--- config.mk ---
export PLATFORM = sky130hd
export DESIGN_NAME = meatsquare_drawer
export DESIGN_NICKNAME = d
export VERILOG_FILES = /design/src/rtl/meatsquare_drawer.sv
export SDC_FILE = /design/constraint.sdc
export NUM_CORES = 1
export LEC_CHECK = 0
export CAP_MARGIN = 20
export CELL_PAD_IN_SITES_DETAIL_PLACEMENT = 1
export CELL_PAD_IN_SITES_GLOBAL_PLACEMENT = 1
export CORE_MARGIN = 2
export CORE_UTILIZATION = 39
export DETAILED_ROUTE_END_ITERATION = 6
export HOLD_SLACK_MARGIN = 0.12
export PLACE_DENSITY_LB_ADDON = 0.1
export SLEW_MARGIN = 10
export SYNTH_ARGS = -nofsm -noshare
export SYNTH_HDL_FRONTEND = slang
export SYNTH_SLANG_ARGS = --single-unit
--- constraint.sdc ---
create_clock -name clock -period 2.4 [get_ports clock]
set_input_delay 0.24 -clock clock [delete_from_list [all_inputs] [get_ports clock]]
set_output_delay 0.24 -clock clock [all_outputs]
set_load 0.01 [all_outputs]
--- src/rtl/meatsquare_drawer.sv ---
// Falling-square sprite: erases the square, steps it down one frame, redraws it.
// When it would pass the bottom edge it respawns at the top, at a column taken from a free-running LFSR.
module meatsquare_drawer #(
  parameter int          SIZE     = 4,
  parameter int          STEP     = 1,
  parameter logic [2:0]  COLOUR   = 3'b100,
  parameter int          SCREEN_W = 160,
  parameter int          SCREEN_H = 120,
  parameter logic [7:0]  SEED     = 8'hA5
) (
  input  logic       clock,
  input  logic       reset,
  input  logic       go,
  output logic [7:0] x,
  output logic [6:0] y,
  output logic [2:0] color,
  output logic       plot,
  output logic       finish_drawing,
  output logic       hit_ground
);

  localparam int NPIX = SIZE * SIZE;
  localparam int CW   = (NPIX > 1) ? $clog2(NPIX) : 1;
  localparam logic [CW-1:0] LAST = CW'(NPIX - 1);

  typedef enum logic [2:0] {IDLE, ERASE, MOVE, DRAW, DONE} state_t;

  // Columns at or past the last fully visible start column fold back onto the left of the screen.
  function automatic logic [7:0] map_col(input logic [7:0] v);
    if (v >= 8'(SCREEN_W - SIZE))
      return v - 8'(SCREEN_W - SIZE);
    else
      return v;
  endfunction

  state_t        state, state_n;
  logic [CW-1:0] cnt, cnt_n;
  logic [7:0]    pos_x, pos_x_n;
  logic [6:0]    pos_y, pos_y_n;
  logic          respawn, respawn_n;
  logic [7:0]    lfsr;
  logic [7:0]    x_n;
  logic [6:0]    y_n;
  logic [2:0]    color_n;
  logic          plot_n, finish_n, hit_n;
  logic [7:0]    col;
  logic [6:0]    row;
  logic [7:0]    ny;

  assign col = 8'(cnt % CW'(SIZE));
  assign row = 7'(cnt / CW'(SIZE));
  // Eight bits so a step off the bottom row cannot wrap back to a small value.
  assign ny  = {1'b0, pos_y} + 8'(STEP);

  always_comb begin
    state_n   = state;
    cnt_n     = cnt;
    pos_x_n   = pos_x;
    pos_y_n   = pos_y;
    respawn_n = respawn;
    x_n       = '0;
    y_n       = '0;
    color_n   = '0;
    plot_n    = 1'b0;
    finish_n  = 1'b0;
    hit_n     = 1'b0;
    case (state)
      IDLE: begin
        if (go) begin
          state_n = ERASE;
          cnt_n   = '0;
        end
      end
      ERASE, DRAW: begin
        plot_n  = 1'b1;
        x_n     = pos_x + col;
        y_n     = pos_y + row;
        color_n = (state == DRAW) ? COLOUR : 3'b000;
        if (cnt == LAST)
          state_n = (state == ERASE) ? MOVE : DONE;
        else
          cnt_n = cnt + 1'b1;
      end
      MOVE: begin
        if (({1'b0, ny} + 9'(SIZE)) > 9'(SCREEN_H)) begin
          pos_y_n   = '0;
          pos_x_n   = map_col(lfsr);
          respawn_n = 1'b1;
        end else begin
          pos_y_n = ny[6:0];
        end
        cnt_n   = '0;
        state_n = DRAW;
      end
      DONE: begin
        finish_n  = 1'b1;
        hit_n     = respawn;
        respawn_n = 1'b0;
        state_n   = IDLE;
      end
      default: state_n = IDLE;
    endcase
  end

  always_ff @(posedge clock) begin
    if (!reset) begin
      state          <= IDLE;
      cnt            <= '0;
      pos_x          <= map_col(SEED);
      pos_y          <= '0;
      respawn        <= 1'b0;
      lfsr           <= SEED;
      x              <= '0;
      y              <= '0;
      color          <= '0;
      plot           <= 1'b0;
      finish_drawing <= 1'b0;
      hit_ground     <= 1'b0;
    end else begin
      state          <= state_n;
      cnt            <= cnt_n;
      pos_x          <= pos_x_n;
      pos_y          <= pos_y_n;
      respawn        <= respawn_n;
      // Taps 8,6,5,4: maximal length, so the all-zero state is never entered.
      lfsr           <= {lfsr[6:0], lfsr[7] ^ lfsr[5] ^ lfsr[4] ^ lfsr[3]};
      x              <= x_n;
      y              <= y_n;
      color          <= color_n;
      plot           <= plot_n;
      finish_drawing <= finish_n;
      hit_ground     <= hit_n;
    end
  end

endmodule

After elaboration in Yosys (flattened, before gate mapping)
Cells that the tools add are included.

word-level totals
  bits in registers = 52
  output and inout bits = 21
  word-level logic and storage cells = 56

cells by class
  equal/unequal tests = 9
  $add $sub $neg = 6
  reductions and logical operators = 10
  order comparisons = 2
  bitwise operators = 3
  muxes and demuxes = 14

operators by type and width
  operator               count
  $mux W3                4
  $pmux W4 S3            1
  $reduce_and A2 Y1      5
  $add A8 B3 Y9 const B  1
  $gt A9 B7 Y1 const B   1
  $pmux W3 S3            1
  $add A7 B1 Y8 const B  1
  $add A8 B2 Y8          1
  $ge A8 B8 Y1 const B   1
  $mux W4                2
  $mux W8                1
  $ne A2 B2 Y1 const B   4
  $sub A8 B8 Y8 const B  1
  $add A7 B2 Y7          1
  $mux W7                1
  $eq A3 B2 Y1 const B   2
  $add A4 B1 Y4 const B  1
  $eq A4 B4 Y1 const B   1
  $eq A3 B1 Y1 const B   1
  $eq A3 B3 Y1 const B   1
  $logic_not A3 Y1       1
  $mux W1                3
  $reduce_and A3 Y1      1
  $reduce_bool A3 Y1     1
  4 further kinds        6

Longest topological paths before layout
  depth after elaboration = 5
  gate-level depth with buffers = 11
  depth with buffers taken out = 11

Worst setup path after synthesis
Ideal clock, no wire load.

  path kind = reg-to-reg
  from = reg pos_y[1]
  to = reg pos_x[3]
  clock period less this slack = 2421 ps
  cell stages (with the launch flop) = 12
  buffers on the path = 0
  library setup time = 121 ps
  arrival = 2300 ps
  path slack = -21 ps
  cell sequence = dfxtp_1 ha_1 inv_1 nand2_1 nand2_1 ha_1 xor2_1 xnor2_1 o2111a_1 and3_4 o21ai_4 mux2_4

on the way
  cells in the longest elaborated chain, start to end = 4

RTL lines
  element                      RTL line  text
  from (decl)                  39        logic [6:0] pos_y, pos_y_n;
  from (signal assigned)       123       pos_y <= pos_y_n;
  $add A7 B1 Y8                53        assign ny = {1'b0, pos_y} + 8'(STEP);
  $add A8 B3 Y9                85        if (({1'b0, ny} + 9'(SIZE)) > 9'(SCREEN_H)) begin
  $gt A9 B7 Y1                 85
  $reduce_and A2 Y1 (no line)  n/a
  to (signal assigned)         109       pos_x <= map_col(SEED);
  to (signal assigned)         122       pos_x <= pos_x_n;
  to (decl)                    38        logic [7:0] pos_x, pos_x_n;

Every way passes these cells.
A chain may end at the register's enable or synchronous reset.

Worst setup path in the final report
  from = reg pos_y[0]
  to = reg pos_x[3]

The elaborated chain is that of the path after synthesis.

==> reports/qor.csv <==
metric,value,unit
worstPathMaxFanout,5,
clock_path_buffers,2,
ys_async_sr_fraction,0,%
slew_headroom,52.7,%
grt_overflow,0,
finalClockSkew,0.00817,ns
crit_required,2.60,ns
fin_cells,362,
p_leak,0.00112,uW
viasPerCell,4.97,
ff2ff_path_depth,11,
ctsHtreeMaxLevel,2,
grt_start_max_net_pins,42,
ant_nets,0,
ys_seq_elements,50,
clock_latency,0.31,ns
grt_pass1_wl,7770,um
clk_pin_slew,0.10,ns
min-delay-start,respawn$_SDFFE_PN0P_,
finalHoldViolCount,0,
wl,4770,um
dieArea,6650,um2
antenna_found_initial,0,
rows,28,
hold-path-endpoint,hit_ground$_SDFF_PN0_,
synth.most_common_cell,dfxtp_1,
met3_usage,2.75,%
synth-edff-count,0,
finalCritPeriodShare,94.2,%
place_inst,354,
drv_slew,0,
core_area,5850,um2
drtIter0Drc,98,
setup_viol,0,
path_class,flip-flop to flip-flop,
die_w,81.6,um
die_y,81.6,um
holdWs,0.465,ns
synth-warning-count,0,
dp_hpwl,3480,um
clock_sink_count,50,
worst_setup_path_start_kind,flip-flop,
synth_area_leaders,"dfxtp_1 (43%), ha_1 (5.3%), nand2_1 (4.8%)",
p_per_area,550,nW/um2
cts_tree,built,
seq_area_frac_synth,42.7,%
critPathCaptureType,flip-flop,
final_area,2770,um2
cts_hold_buffers,0,
status,"finished, final reports clean",
gp_congestion,0.828,
synth_ff_type,dfxtp_1,
vias,1800,
synth.avg_cell_area,9.20,um2
grt.total_usage,15.3,%
vdd_drop_max,0.224,mV
place_area,2670,um2
tns,0,ns
final_util,47.4,%
initial_core_util,40.1,%
yosys.area.top_type,dfxtp_1,
synth_top_area_share,42.7,%
period_minus_slack,2.26,ns
fmax,0.442,GHz
synth_cell_type_count,48,
syn_inst,255,
grt_pass1_vias,1641,
worst_pin_slew,0.704,ns
rsz0062_at_grt,false,
grt.busiest_layer,met2,
io_pins,24,
drive_gt1_share,11.1,%
grt_use_met2,23.1,%
numCtsBuffers,5,
min_path_type,flip-flop to flip-flop,
netlist_area,2350,um2
worstHoldPathCells,1,
area_delta_synth_final,18.2,%
yosys-top-cells-count,"dfxtp_1 (50), nand2_1 (30), nor2_1 (17)",
r2r_start,pos_y[0]$_SDFFE_PN0P_,
drc,0,
r2r-end,pos_x[3]$_SDFFE_PN1P_,
antennaDiodeCount,0,
wl_per_cell,13.2,um
cts_root_buf,clkbuf_8,
fin_nets,301,
max_cap_viol_count,0,
fill_cells,687,
io_buffers,21,
drt_pass1_iterations,4,
worst-r2r-setup-slack,0.14,ns
grt.met1_usage,21.3,%
arrival,2.46,ns
## cells by family after synthesis
kind of cell    Yosys count  synth area share, %
flops                    50                 42.7
compound gates           37                 10.9
xor+xnor                 19                 7.09
other cells               1                0.160
simple gates            105                 23.0
fa+ha+maj                12                 7.04
mux                       9                 4.05
buf+inv                  22                 5.07
## sequential cells by signal (all words and copies together), names as in the netlist
| register | count |
|---|---|
| finish_drawing | 1 |
| pos_x | 8 |
| respawn | 1 |
| color | 1 |
| hit_ground | 1 |
| state | 3 |
| pos_y | 7 |
| plot | 1 |
| y | 7 |
| cnt | 4 |
| lfsr | 8 |
| x | 8 |
## power by group
part	internal (uW)	switching (uW)	leakage (uW)
clock	205	292	0.0000441
sequential	857	24.3	0.000408
combinational	61.4	84.9	0.000669
total	1120	402	0.00112
## worst max-delay path by stage
stage / to / slack, ns / start / depth (start not counted)
final: pos_x[3]$_SDFFE_PN1P_ / 0.14 / pos_y[0]$_SDFFE_PN0P_ / 11
after global routing: pos_x[3]$_SDFFE_PN1P_ / 0.04 / pos_y[0]$_SDFFE_PN0P_ / 11
after CTS: pos_y[5]$_SDFFE_PN0P_ / 0.1 / pos_y[0]$_SDFFE_PN0P_ / 11
after detailed placement: pos_x[6]$_SDFFE_PN0P_ / 0.12 / pos_y[0]$_SDFFE_PN0P_ / 12
after global placement: pos_x[6]$_SDFFE_PN0P_ / 0.18 / pos_y[0]$_SDFFE_PN0P_ / 11
after floorplan: pos_x[3]$_SDFFE_PN1P_ / 0.003 / pos_y[1]$_SDFFE_PN0P_ / 11
## area by class of cell
cell class / instances / area (um2) / area share (%)
sequential: 50 / 1000 / 36.2
clock buffer: 5 / 68.8 / 2.48
tap: 75 / 93.8 / 3.38
inverter: 12 / 45.0 / 1.62
timing repair buffer: 33 / 304 / 11.0
clock inverter: 3 / 21.3 / 0.767
multi-input combinational: 184 / 1240 / 44.6
## routing by layer
layer	vias to the layer above	wire, um
met3	7	157
met5	-	0
met1	834	2500
met2	25	2040
li1	934	-
met4	0	63
## worst max-delay path, stage by stage, from the launching register on
cell and delay [ns]:
dfxtp_2 0.37, ha_1 0.20, inv_1 0.07, nand2_1 0.09, nand2_1 0.08, ha_1 0.19
xor2_1 0.15, xnor2_1 0.15, o2111a_1 0.25, and3_4 0.21, o21ai_4 0.07, mux2_4 0.32
## layout by cell type (no fill, tap or decap), drive strengths merged, types with 7 or more instances in the layout
cell,n
inv,12
xor2,12
clkdlybuf4s50,21
dfxtp,50
buf,12
nand2,31
ha,10
mux2i,8
nand3,16
and2,9
o21ai,13
and3,7
xnor2,7
nor2,17
## through the flow
| stage | total power, uW | setup WS, ns |
|---|---|---|
| after floorplan | 996 | 0.00272 |
| after global placement | 1050 | 0.183 |
| after detailed placement | 1050 | 0.120 |
| after CTS | 1550 | 0.0983 |
| after global routing | 1610 | 0.0379 |
| final | 1530 | 0.140 |
## timing repair
action,in CTS,in global routing
buffers inserted,0,0
endpoints found under the setup margin,0,14
resized for setup,0,4
Note: power is estimated with default switching activity, not from simulation.
